[src/rtl/udpport_encode.sv]
// udpport_encode: serialises the 8-byte UDP header (src port, dst port,
// length, checksum) MSB-first onto the Ethernet TX byte stream, tagging each
// byte with its absolute frame position for the TX frame mux.
module udpport_encode #(
    parameter logic [7:0]  START = 8'h22,
    parameter logic [15:0] CSUM  = 16'h0000
) (
    input  logic        clk,
    input  logic        reset,
    input  logic        start,
    input  logic [15:0] src_port,
    input  logic [15:0] dst_port,
    input  logic [15:0] payload_len,
    output logic [7:0]  eth_data,
    output logic        out_valid,
    input  logic        out_ready,
    output logic [7:0]  out_cnt,
    output logic        busy,
    output logic        done,
    output logic        len_err
);

    typedef enum logic [1:0] {
        S_IDLE = 2'd0,
        S_SEND = 2'd1,
        S_DONE = 2'd2
    } state_t;

    // Largest payload whose UDP length (payload + 8) still fits in 16 bits.
    localparam logic [15:0] MAX_PAYLOAD = 16'hFFF7;

    state_t      r_state;
    state_t      w_next;
    logic [2:0]  r_idx;
    logic [15:0] r_src;
    logic [15:0] r_dst;
    logic [15:0] r_len;
    logic        r_len_err;

    logic        w_len_ok;
    logic        w_accept;
    logic        w_reject;
    logic        w_xfer;
    logic [7:0]  w_byte;

    assign w_len_ok = (payload_len <= MAX_PAYLOAD);
    assign w_accept = (r_state == S_IDLE) && start && w_len_ok;
    assign w_reject = (r_state == S_IDLE) && start && !w_len_ok;
    assign w_xfer   = (r_state == S_SEND) && out_ready;

    // State register.
    always_ff @(posedge clk or posedge reset) begin
        if (reset) begin
            r_state <= S_IDLE;
        end else begin
            r_state <= w_next;
        end
    end

    // Next-state logic: one DONE cycle separates headers so done is a clean pulse.
    always_comb begin
        w_next = r_state;
        case (r_state)
            S_IDLE:  if (w_accept) w_next = S_SEND;
            S_SEND:  if (w_xfer && (r_idx == 3'd7)) w_next = S_DONE;
            S_DONE:  w_next = S_IDLE;
            default: w_next = S_IDLE;
        endcase
    end

    // Capture header fields on accept; the length is finalised here so later
    // input changes cannot disturb the bytes in flight.
    always_ff @(posedge clk or posedge reset) begin
        if (reset) begin
            r_src <= 16'h0000;
            r_dst <= 16'h0000;
            r_len <= 16'h0000;
        end else if (w_accept) begin
            r_src <= src_port;
            r_dst <= dst_port;
            r_len <= payload_len + 16'd8;
        end
    end

    // Byte index: cleared on accept, advanced per handshake; wraps to 0 after byte 7.
    always_ff @(posedge clk or posedge reset) begin
        if (reset) begin
            r_idx <= 3'd0;
        end else if (w_accept) begin
            r_idx <= 3'd0;
        end else if (w_xfer) begin
            r_idx <= r_idx + 3'd1;
        end
    end

    // Registered one-cycle pulse for a start rejected on an oversize length.
    always_ff @(posedge clk or posedge reset) begin
        if (reset) begin
            r_len_err <= 1'b0;
        end else begin
            r_len_err <= w_reject;
        end
    end

    // Header byte selection, MSB-first per 16-bit field.
    always_comb begin
        w_byte = 8'h00;
        case (r_idx)
            3'd0: w_byte = r_src[15:8];
            3'd1: w_byte = r_src[7:0];
            3'd2: w_byte = r_dst[15:8];
            3'd3: w_byte = r_dst[7:0];
            3'd4: w_byte = r_len[15:8];
            3'd5: w_byte = r_len[7:0];
            3'd6: w_byte = CSUM[15:8];
            3'd7: w_byte = CSUM[7:0];
            default: w_byte = 8'h00;
        endcase
    end

    // Outputs decode straight from registered state, so reset clears them at once.
    assign out_valid = (r_state == S_SEND);
    assign busy      = (r_state == S_SEND);
    assign done      = (r_state == S_DONE);
    assign len_err   = r_len_err;
    assign eth_data  = (r_state == S_SEND) ? w_byte : 8'h00;
    assign out_cnt   = (r_state == S_SEND) ? (START + {5'd0, r_idx}) : 8'h00;

endmodule
[config.mk]
export PLATFORM = sky130hd
export DESIGN_NAME = udpport_encode
export DESIGN_NICKNAME = d
export VERILOG_FILES = /design/src/rtl/udpport_encode.sv
export SDC_FILE = /design/constraint.sdc
export NUM_CORES = 1
export LEC_CHECK = 0
export BUFFER_PORTS_ARGS = -buffer_cell sky130_fd_sc_hd__buf_2
export CELL_PAD_IN_SITES_DETAIL_PLACEMENT = 1
export CELL_PAD_IN_SITES_GLOBAL_PLACEMENT = 2
export CORE_MARGIN = 8
export CORE_UTILIZATION = 38
export DETAILED_ROUTE_END_ITERATION = 6
export PLACE_DENSITY_LB_ADDON = 0.1
export SLEW_MARGIN = 40
export SYNTH_ARGS = -nofsm -noshare
export SYNTH_HDL_FRONTEND = slang
export SYNTH_SLANG_ARGS = --single-unit
export TNS_END_PERCENT = 5
[constraint.sdc]
create_clock -name clk -period 3.1 [get_ports clk]
set_input_delay 0.31 -clock clk [delete_from_list [all_inputs] [get_ports clk]]
set_output_delay 0.31 -clock clk [all_outputs]
set_load 0.005 [all_outputs]
# [After elaboration in Yosys (flattened, before gate mapping)]
# Cells that the tools add are included.
[totals] reg_bits=54 latchBits=0 ram_bits=0 romBits=0 input_bits=52 output_inout_bits=20 elab_cells=40 mem_count=0
[op_classes] n_addsub=3 mul=0 div_mod_pow=0 magnitude_cmp=1 eq_ne=11 shift=0 mux=8 n_bitwise=0 n_reduce_logical=11
[ops] operator="8-bit case mux with 7 select lines" count=1
[ops] operator="16-bit by 4-bit adder with 16-bit output, second input constant" count=1
[ops] operator="16-bit <= comparator, second input constant" count=1
[ops] operator="3-bit == test, second input constant" count=4
[ops] operator="8-bit 2-to-1 mux" count=1
[ops] operator="6-bit by 3-bit adder with 7-bit output, first input constant" count=1
[ops] operator="7-bit 2-to-1 mux" count=1
[ops] operator="3-bit by 2-bit == test with 1-bit output, second input constant" count=2
[ops] operator="3-bit 2-to-1 mux" count=2
[ops] operator="1-bit logical AND" count=5
[ops] operator="2-bit 2-to-1 mux" count=2
[ops] operator="2-bit case mux with 2 select lines" count=1
[ops] operator="3-bit by 1-bit adder with 3-bit output, second input constant" count=1
[ops] operator="3-bit by 1-bit == test with 1-bit output, second input constant" count=1
[ops] operator="3-bit logical NOT" count=1
[ops] operator="2-bit by 1-bit == test with 1-bit output, second input constant" count=1
[ops] operator="2-bit == test, second input constant" count=1
[ops] operator="2-bit logical NOT" count=1
[ops] operator="2-bit by 1-bit inequality test with 1-bit output, second input constant" count=1
[ops] operator="2-bit inequality test, second input constant" count=1
[ops] operator="2-bit AND reduction" count=1
[ops] operator="2-bit nonzero test" count=1
[ops] operator="2-bit OR reduction" count=1
[ops] operator="1-bit logical NOT" count=1

# [Depth between registers and ports, before layout]
# Gate-level depths: netlist of the first run.
[depth] ltp_word=5 depth_mapped=8

# [Worst setup path after synthesis of the first run]
# Ideal clock, no wire load.
[synth_timing] kind="register to output" startpoint="reg r_idx[2]" endpoint="out eth_data[0]" arrival_time_ns=1.934 setup_slack_ns=0.856 path_stages_with_launch=9 path_buffers=2 cell_sequence="dfrtp_1 buf_2 inv_1 ha_1 clkbuf_1 or4_1 nor2_4 nand2_1 a31oi_1"
[synth_between] elab_chain_len=4 elab_cells_between_ends=11 cone_classes="eq/ne (7); mux (2); reduce/logical (2)"
[synth_lines] element="start: declaration" line="34" rtl="logic [2:0] r_idx;"
[synth_lines] element="start signal: assignment" line="92" rtl="r_idx <= r_idx + 3'd1;"
[synth_lines] element="3-bit == test" line="108" rtl="case (r_idx)"
[synth_lines] element="2-bit OR reduction (no line)"
[synth_lines] element="8-bit case mux with 7 select lines (*)" line="108"
[synth_lines] element="8-bit 2-to-1 mux (*)" line="126" rtl="assign eth_data = (r_state == S_SEND) ? w_byte : 8'h00;"
[synth_lines] element="end: declaration" line="14" rtl="output logic [7:0] eth_data,"
# Every way passes the cells marked *; elsewhere a longest branch is shown, timed or not.

# [Final worst setup path of the first run]
[layout_timing] startpoint="reg r_idx[1]" endpoint="out eth_data[1]"
# The elaborated chain is that of the path after synthesis.

==> results of run 1 <==
==> Yosys cell counts, drive strengths merged, types with 2 or more instances <==
master   n
nand4    3
xor2     6
ha       8
inv      8
clkbuf   3
a222oi   8
nor2    10
nand2   21
nor2b    2
a31oi    8
dfrtp   54
nor3     3
buf     14
and2     7
xnor2    6
nand3    6
mux2    55
mux2i    2
==> cells by family (layout without fill, tap and decap cells) <==
logic type | count (synthesis) | in the layout
AO/OA/AOI/OAI | 19 | 19
multiplexers | 57 | 57
adder cells (fa/ha/maj) | 8 | 8
XOR/XNOR | 12 | 12
other | 1 | 3
AND/OR/NAND/NOR | 57 | 57
buffers and inverters | 25 | 87
flip-flops | 54 | 54
==> worst max path at each step <==
stage,start,endpoint,slack (ns)
after global routing,r_idx[1]$_DFFE_PP0P_,eth_data[5],0.09
after global placement,r_idx[2]$_DFFE_PP0P_,eth_data[0],0.60
final,r_idx[1]$_DFFE_PP0P_,eth_data[1],0.27
after detailed placement,r_idx[2]$_DFFE_PP0P_,eth_data[5],0.49
after CTS,r_idx[2]$_DFFE_PP0P_,eth_data[4],0.15
after floorplan,r_idx[2]$_DFFE_PP0P_,eth_data[0],0.86
==> power by group through the flow <==
stage / clock, uW / combinational (uW) / sequential [uW]
detailed placement: 0 / 1490 / 1320
finish: 409 / 1470 / 1310
floorplan: 0 / 1170 / 1200
global placement: 0 / 1470 / 1320
CTS: 424 / 1500 / 1310
global route: 444 / 1620 / 1350
==> timing repair <==
action | CTS | global route
resized for setup | 0 | 1
hold buffers | 1 | 0
hold endpoints to repair | 17 | 0
setup endpoints to repair | 0 | 6
==> sequential cells by signal (all words and copies together) (netlist names) <==
signal,flops
r_len,16
r_dst,16
r_src,16
r_state,2
r_idx,3
len_err,1
==> layout make-up <==
type / count / area [um^2]
Fill cell: 870 / 4240
Clock inverter: 2 / 12.5
Sequential cell: 54 / 1350
Inverter: 8 / 30.0
Timing Repair Buffer: 71 / 378
Tap cell: 102 / 128
Multi-Input combinational cell: 156 / 1460
Clock buffer: 6 / 82.6
==> placed cells by master, fill, tap and decap left out, drive strengths merged <==
cell	count
o21ai	1
nand4b	1
clkinv	1
mux2i	2
a31oi	8
nor4	1
a222oi	8
dlygate4sd3	1
clkinvlp	1
nor2b	2
inv	8
a21boi	1
nand2b	1
buf	70
nor3	3
xnor2	6
and3	1
nand3	6
nor2	10
nand2	21
mux2	55
conb	3
a41o	1
nand4	3
xor2	6
clkbuf	6
or4	1
ha	8
dfrtp	54
and2	7
==> stage by stage <==
stage               cells  total power (uW)  cell area, um^2
floorplan             235              2370             3010
global placement      390              2790             3340
detailed placement    390              2810             3340
CTS                   399              3240             3440
global route          399              3420             3450
finish                399              3190             3450
==> routing by layer <==
metal  share of wire  up-vias
li1                -      942
met1            0.49      990
met2            0.45       54
met3           0.046        4
met4           0.010        0
met5               0        -
==> flow_metrics.env, run 1 <==
export IMPL_outcome="completed"
export IMPL_hold_violations=0
export IMPL_clock_skew_ns=0.00492
export IMPL_synth_area_um2=3000
export IMPL_cts_sink_count=54
export IMPL_met1_usage=0.187
export IMPL_grt_busiest_layer="met2"
export IMPL_reg2reg_slack_ns=1.42
export IMPL_wl_per_cell_um=18.3
export IMPL_gp_congestion=0.727
export IMPL_arrival_ns=2.52
export IMPL_syn2layout_area_growth_pct=14.7
export IMPL_powerDensity_nw_per_um2=926
export IMPL_final_min_clock_period_ns=2.83
export IMPL_clk_path_buf_depth=2
export IMPL_ys_warn_count=0
export IMPL_gr_total_overflow=0
export IMPL_crit_slowest_cell="or4_1"
export IMPL_synthXorXnorAreaFrac=0.0350
export IMPL_cts_buffers=5
export IMPL_cap_violations=0
export IMPL_synth_mux_area_frac=0.263
export IMPL_vias=1990
export IMPL_core_area_um2=7690
export IMPL_internal_power_uw=2090
export IMPL_vias_per_cell=4.99
export IMPL_numPortBuffers=68
export IMPL_min_path_type="in -> reg"
export IMPL_grt_antenna_before_repair=0
export IMPL_synth_simple_area_share=0.101
export IMPL_crit_top_cell="ha_1"
export IMPL_worstHoldEndpoint="r_src[14]$_DFFE_PP0P_"
export IMPL_dp_hpwl_um=5640
export IMPL_setup_viol=0
export IMPL_fin_util=0.448
export IMPL_clock_power_share=0.128
export IMPL_first_pass_iters=4
export IMPL_synthCells=233
export IMPL_vdd_ir_drop_max_mv=0.451
export IMPL_synth_top_area_cell="dfrtp_1"
export IMPL_min_path_cells=2
export IMPL_hold_ws_ns=0.213
export IMPL_clk_pin_slew_worst_paths_ns=0.10
export IMPL_ctsRootBufferMaster="clkbuf_8"
export IMPL_r2r_start="r_state[0]$_DFFE_PP0P_"
export IMPL_drc=0
export IMPL_synth_top_family_by_area="multiplexers"
export IMPL_worstHoldStart="src_port[14]"
export IMPL_fin_crit_sh=0.914
export IMPL_initial_core_util=0.391
export IMPL_grt_pass1_wl_um=12000
export IMPL_drv_slew=0
export IMPL_fp_dieArea_um2=11000
export IMPL_nNetsFinal=356
export IMPL_row_count=32
export IMPL_relSlewSlack=0.630
export IMPL_place_ws_ns=0.495
export IMPL_worstPathRequired_ns=2.79
export IMPL_drtIter0Drc=57
export IMPL_diodes=0
export IMPL_leakagePower_uw=0.00173
export IMPL_drt_total_wl_um=7310
export IMPL_crit_family="simple AND/OR/NAND/NOR gates"
export IMPL_swShare=0.346
export IMPL_finalWorstSetupSlack_ns=0.266
export IMPL_synth_top_area_frac=0.450
export IMPL_layout_drive_gt1_share=0.455
export IMPL_grt_use_met2=0.207
export IMPL_boundaryPins=72
export IMPL_seq_area_frac_synth=0.450
export IMPL_slowest_delay_ns=0.60
export IMPL_max_slew_worst_pin_slew_ns=0.554
export IMPL_synthArstFlopShare=1.00
export IMPL_crit_type="reg -> out"
export IMPL_synth_cell_type_count=38
export IMPL_worstReg2RegEnd="r_dst[2]$_DFFE_PP0P_"
export IMPL_netlist_top_cells_area="dfrtp_1 45%, mux2_4 20%, mux2_2 3.8%"
export IMPL_synth_area_per_cell_um2=12.9
export IMPL_start_kind="flip-flop"
export IMPL_grt_usage=0.135
export IMPL_fmax_mhz=353
export IMPL_path_buf_inv=1
export IMPL_power_frac_comb=0.461
export IMPL_clock_latency_ns=0.30
export IMPL_cts_tree="built"
export IMPL_synth_edf_count=0
export IMPL_seq_power_share=0.410
export IMPL_h_tree_depth=2
export IMPL_synth_compound_area_frac=0.0508
export IMPL_worst_path_max_fanout=9
export IMPL_met3_usage=0.0307
export IMPL_grt_setup_unrepaired="false"
export IMPL_grt_pass1_vias=2195
export IMPL_tns_ns=0
export IMPL_endpoint_kind="output pin"
export IMPL_critical_path_cell_chain="ha_1 > ha_1 > or4_1 > nor2_4 > nand2_1 > a31oi_1 > buf_2"
export IMPL_drtAntennaViolNets=0
export IMPL_dieWidth_um=105
export IMPL_synthAdderAreaFrac=0.0333
export IMPL_synthFlopType="dfrtp_1"
export IMPL_die_h_um=105
export IMPL_post_cts_setup_buffers=0
export IMPL_synth_seq_cells=54
export IMPL_grt_start_max_net_pins=53
export IMPL_switching_power_uw=1100
export IMPL_cp_depth=7
export IMPL_r2r_worst_path_cells=5
No activity file was read; power rests on OpenSTA's default activity.
==> inputs of run 2 (changes only) <==
CORE_ASPECT_RATIO = 0.9   (was not set)
CTS_BUF_LIST = sky130_fd_sc_hd__clkbuf_4 sky130_fd_sc_hd__clkbuf_8 sky130_fd_sc_hd__clkbuf_16   (was not set)
PLACE_DENSITY = 0.86   (was not set)
PLACE_DENSITY_LB_ADDON = not set   (was 0.1)
==> run 2 against run 1 <==
  * Sequential share of layout area rose by 0.26 points
  * Non-clock buffer count fell by 1
  * First-iteration DRC count rose by 63%
  * Highest routed layer unchanged
  * Largest cell class unchanged
==> flow_metrics.env, run 2 (synthesized netlist as in run 1, its figures left out) <==
export IMPL_crit_slowest_cell="or4_1"
export IMPL_grt_start_max_net_pins=38
export IMPL_numPortBuffers=68
export IMPL_cts_buffers=5
export IMPL_boundaryPins=72
export IMPL_final_cells=392
export IMPL_endpoint_kind="output pin"
export IMPL_layout_drive_gt1_share=0.456
export IMPL_worstPathRequired_ns=2.79
export IMPL_clk_pin_slew_worst_paths_ns=0.10
export IMPL_grt_antenna_before_repair=0
export IMPL_nNetsFinal=355
export IMPL_setup_viol=0
export IMPL_fmax_mhz=338
export IMPL_tns_ns=0
export IMPL_clk_path_buf_depth=2
export IMPL_worstReg2RegEnd="r_src[11]$_DFFE_PP0P_"
export IMPL_arrival_ns=2.65
export IMPL_h_tree_depth=2
export IMPL_hold_violations=0
export IMPL_grt_pass1_vias=2227
export IMPL_fp_dieArea_um2=11000
export IMPL_diodes=0
export IMPL_critical_path_cell_chain="inv_1 > ha_1 > or4_1 > nor2_4 > nand2_1 > a31oi_1 > buf_2"
export IMPL_powerDensity_nw_per_um2=932
export IMPL_layout_common_cells="68 x buf_2, 53 x dfrtp_1, 40 x mux2_4"
export IMPL_cap_violations=0
export IMPL_min_path_type="in -> async"
export IMPL_r2r_worst_path_cells=5
export IMPL_initial_core_util=0.394
export IMPL_leakagePower_uw=0.00173
export IMPL_final_min_clock_period_ns=2.96
export IMPL_ctsRootBufferMaster="clkbuf_8"
export IMPL_drt_total_wl_um=7490
export IMPL_fin_crit_sh=0.954
export IMPL_vdd_ir_drop_max_mv=0.302
export IMPL_die_h_um=100
export IMPL_worst_path_max_fanout=13
export IMPL_fill_cells=837
export IMPL_reg2reg_slack_ns=1.20
export IMPL_grt_usage=0.141
export IMPL_seq_area_um2=1350
export IMPL_mostFrequentLayoutCell="buf_2"
export IMPL_top_regs="r_dst (16), r_len (16), r_src (16)"
export IMPL_gr_total_overflow=0
export IMPL_syn2layout_area_growth_pct=14.0
export IMPL_relSlewSlack=0.542
export IMPL_drv_slew=0
export IMPL_core_area_um2=7620
export IMPL_r2r_start="r_state[0]$_DFFE_PP0P_"
export IMPL_grt_setup_unrepaired="false"
export IMPL_cts_tree="built"
export IMPL_gp_congestion=0.801
export IMPL_cts_sink_count=54
export IMPL_dieWidth_um=110
export IMPL_crit_type="reg -> out"
export IMPL_row_count=30
export IMPL_slowest_delay_ns=0.62
export IMPL_wl_per_cell_um=19.1
export IMPL_drtIter0Drc=93
export IMPL_dp_hpwl_um=5920
export IMPL_drtAntennaViolNets=0
export IMPL_vias=1992
export IMPL_clock_latency_ns=0.31
export IMPL_start_kind="flip-flop"
export IMPL_vias_per_cell=5.08
export IMPL_post_cts_setup_buffers=0
export IMPL_hold_ws_ns=0.0899
export IMPL_outcome="completed"
export IMPL_multi_input_area_um2=1460
export IMPL_place_inst=384
export IMPL_max_slew_worst_pin_slew_ns=0.686
export IMPL_grt_pass1_wl_um=11900
export IMPL_clock_skew_ns=0.00771
export IMPL_first_pass_iters=4
export IMPL_drc=0
run 2: changes by cell type in the layout (fill, tap and decap cells not counted), sizes merged:
cell	before	now
clkinv	1	2
clkinvlp	1	0
dlygate4sd3	1	0
run 2: critical path: cells and delay by family, from the launching register on:
family / cells / cell delay (ns)
DFF: 1 / 0.54
adders and majority gates: 1 / 0.34
AOI/OAI and AO/OA: 1 / 0.17
and+or+nand+nor: 3 / 1.01
buffers and inverters: 2 / 0.27
run 2: per-layer routing:
metal / up-vias / global-route usage / wire length (um)
li1: 946 / - / -
met1: 995 / 0.185 / 3540
met2: 44 / 0.225 / 3540
met3: 7 / 0.0288 / 300
met4: 0 / 0.0436 / 112
met5: - / 0 / 0
run 2: power by group:
group | internal, uW | switching [uW]
Sequential | 1050 | 263
Clock | 169 | 229
Combinational | 851 | 628
run 2: how the worst max path moves through the flow:
stage                   to  slack, ns                 start  depth (start not counted)
2_1_floorplan  eth_data[0]       0.86  r_idx[2]$_DFFE_PP0P_                          8
3_3_place_gp   eth_data[0]       0.55  r_idx[2]$_DFFE_PP0P_                          7
3_5_place_dp   eth_data[5]       0.32  r_idx[2]$_DFFE_PP0P_                          7
4_1_cts        eth_data[5]       0.14  r_idx[2]$_DFFE_PP0P_                          7
5_1_grt        eth_data[5]       0.01  r_idx[2]$_DFFE_PP0P_                          7
6_report       eth_data[5]       0.14  r_idx[2]$_DFFE_PP0P_                          7
run 2: what timing repair did:
action | 4_1_cts | 5_1_grt
hold buffers | 0 | 0
hold endpoints to repair | 0 | 0
setup endpoints to repair | 1 | 0
gates resized for setup | 1 | 0
run 2: stage by stage:
stage / area [um^2] / util / setup WS, ns / power, uW
global route: 3420 / 0.449 / 0.0149 / 3390
floorplan: 3010 / - / 0.856 / 2370
detailed placement: 3330 / 0.437 / 0.323 / 2820
finish: 3420 / 0.449 / 0.142 / 3190
global placement: 3330 / 0.437 / 0.552 / 2750
CTS: 3420 / 0.449 / 0.137 / 3230
run 2: final cells by class:
type / count / share of cell area
Clock inverter: 2 / 0.00402
Multi-Input combinational cell: 156 / 0.427
Clock buffer: 6 / 0.0223
Timing Repair Buffer: 70 / 0.107
Inverter: 8 / 0.00877
Tap cell: 96 / 0.0351
Sequential cell: 54 / 0.395
==> inputs of run 3 (changes only) <==
PLACE_DENSITY = 0.85   (was 0.86)
==> run 3 against run 2 <==
  * First-iteration DRC count fell by 19%
  * Worst setup slack better by 0.076 ns
  * Non-clock buffer count grew 1
  * Utilization is essentially flat
  * Global-route usage rose by 0.12 points
  * Via count shrank 1.1%
  * Sequential share of layout area barely moved
  * Critical path type unchanged
==> flow_metrics.env, run 3 (synthesized netlist as in run 1, its figures left out) <==
export IMPL_vdd_ir_drop_max_mv=0.313
export IMPL_grt_usage=0.142
export IMPL_tns_ns=0
export IMPL_arrival_ns=2.57
export IMPL_h_tree_depth=2
export IMPL_path_buf_inv=1
export IMPL_clock_skew_ns=0.00578
export IMPL_dieWidth_um=110
export IMPL_relSlewSlack=0.547
export IMPL_leakagePower_uw=0.00173
export IMPL_hold_violations=0
export IMPL_drtIter0Drc=75
export IMPL_fin_util=0.449
export IMPL_hold_buffers=0
export IMPL_slowest_delay_ns=0.61
export IMPL_hold_ws_ns=0.0940
export IMPL_drc=0
export IMPL_place_inst=385
export IMPL_fp_dieArea_um2=11000
export IMPL_boundaryPins=72
export IMPL_drv_slew=0
export IMPL_clk_path_buf_depth=2
export IMPL_worstPathRequired_ns=2.79
export IMPL_min_path_type="in -> async"
export IMPL_outcome="completed"
export IMPL_syn2layout_area_growth_pct=14.0
export IMPL_reg2reg_slack_ns=1.46
export IMPL_drtAntennaViolNets=0
export IMPL_nNetsFinal=356
export IMPL_cap_violations=0
export IMPL_endpoint_kind="output pin"
export IMPL_placed_cell_area_um2=3340
export IMPL_crit_slowest_cell="or4_1"
export IMPL_start_kind="flip-flop"
export IMPL_fmax_mhz=347
export IMPL_cts_buffers=5
export IMPL_clock_latency_ns=0.31
export IMPL_drt_total_wl_um=7340
export IMPL_grt_pass1_vias=2301
export IMPL_worst_path_max_fanout=9
export IMPL_core_area_um2=7620
export IMPL_grt_setup_unrepaired="false"
export IMPL_ctsRootBufferMaster="clkbuf_8"
export IMPL_gp_congestion=0.766
export IMPL_first_pass_iters=4
export IMPL_critical_path_cell_chain="ha_1 > ha_1 > or4_1 > nor2_4 > nand2_1 > a31oi_1 > buf_2"
export IMPL_mostFrequentLayoutCell="buf_2"
export IMPL_row_count=30
export IMPL_final_min_clock_period_ns=2.88
export IMPL_initial_core_util=0.394
export IMPL_crit_type="reg -> out"
export IMPL_fill_cells=850
export IMPL_numPortBuffers=68
export IMPL_vias_per_cell=5.03
export IMPL_max_slew_worst_pin_slew_ns=0.679
export IMPL_cts_sink_count=54
export IMPL_diodes=0
export IMPL_cts_tree="built"
export IMPL_final_cells=392
export IMPL_setup_viol=0
export IMPL_cts_resized=0
export IMPL_wl_per_cell_um=18.7
export IMPL_top_regs="r_dst (16), r_len (16), r_src (16)"
export IMPL_fin_crit_sh=0.930
export IMPL_layout_drive_gt1_share=0.453
export IMPL_grt_antenna_before_repair=0
export IMPL_crit_top_cell="ha_1"
export IMPL_powerDensity_nw_per_um2=928
export IMPL_grt_start_max_net_pins=53
export IMPL_vias=1970
export IMPL_dp_hpwl_um=5690
export IMPL_clk_pin_slew_worst_paths_ns=0.09
export IMPL_post_cts_setup_buffers=0
export IMPL_crit_family="simple AND/OR/NAND/NOR gates"
export IMPL_grt_pass1_wl_um=12300
export IMPL_die_h_um=100
export IMPL_gr_total_overflow=0
export IMPL_final_cell_area_um2=3420
export IMPL_layout_common_cells="68 x buf_2, 54 x dfrtp_1, 40 x mux2_4"
[run 3: worst reg2reg max path, stage by stage (launching register included)]
cell      delay [ns]
dfrtp_1         0.41
nand2b_1        0.37
inv_1           0.25
nand2_1         0.20
mux2i_1         0.20
and2_1          0.15
[run 3: area by class of cell]
class                           count  area, um^2  share of cell area
Clock buffer                        5        68.8              0.0201
Timing Repair Buffer               71         375               0.110
Clock inverter                      2        13.8             0.00402
Tap cell                           96         120              0.0351
Multi-Input combinational cell    156        1460               0.427
Inverter                            8        30.0             0.00878
Sequential cell                    54        1350               0.395
[run 3: where the power goes]
group          internal [uW]  leakage, uW  switching, uW
combinational            858      0.00104            634
clock                    157    0.0000444            227
sequential              1050     0.000644            248
total                   2070      0.00173           1110
[run 3: path summary, 6_finish.rpt]
check / cells after the start / startpoint / end
max in group asynchronous: 3 / reset / r_dst[15]$_DFFE_PP0P_
min reg2reg: 1 / r_src[9]$_DFFE_PP0P_ / r_src[9]$_DFFE_PP0P_
min: 2 / reset / r_src[10]$_DFFE_PP0P_
max: 7 / r_idx[1]$_DFFE_PP0P_ / eth_data[7]
min in group clk: 2 / src_port[14] / r_src[14]$_DFFE_PP0P_
max reg2reg: 5 / r_state[0]$_DFFE_PP0P_ / r_idx[2]$_DFFE_PP0P_
[run 3: per-stage QoR]
step	total power [uW]	worst slack, ns
CTS	3220	0.189
floorplan	2370	0.856
detailed placement	2820	0.541
global route	3420	0.0207
finish	3170	0.218
global placement	2760	0.593
[run 3: per-layer routing]
| layer | share of wire | track usage |
|---|---|---|
| met1 | 0.47 | 0.190 |
| met2 | 0.47 | 0.223 |
| met3 | 0.047 | 0.0333 |
| met4 | 0.010 | 0.0373 |
| met5 | 0 | 0 |
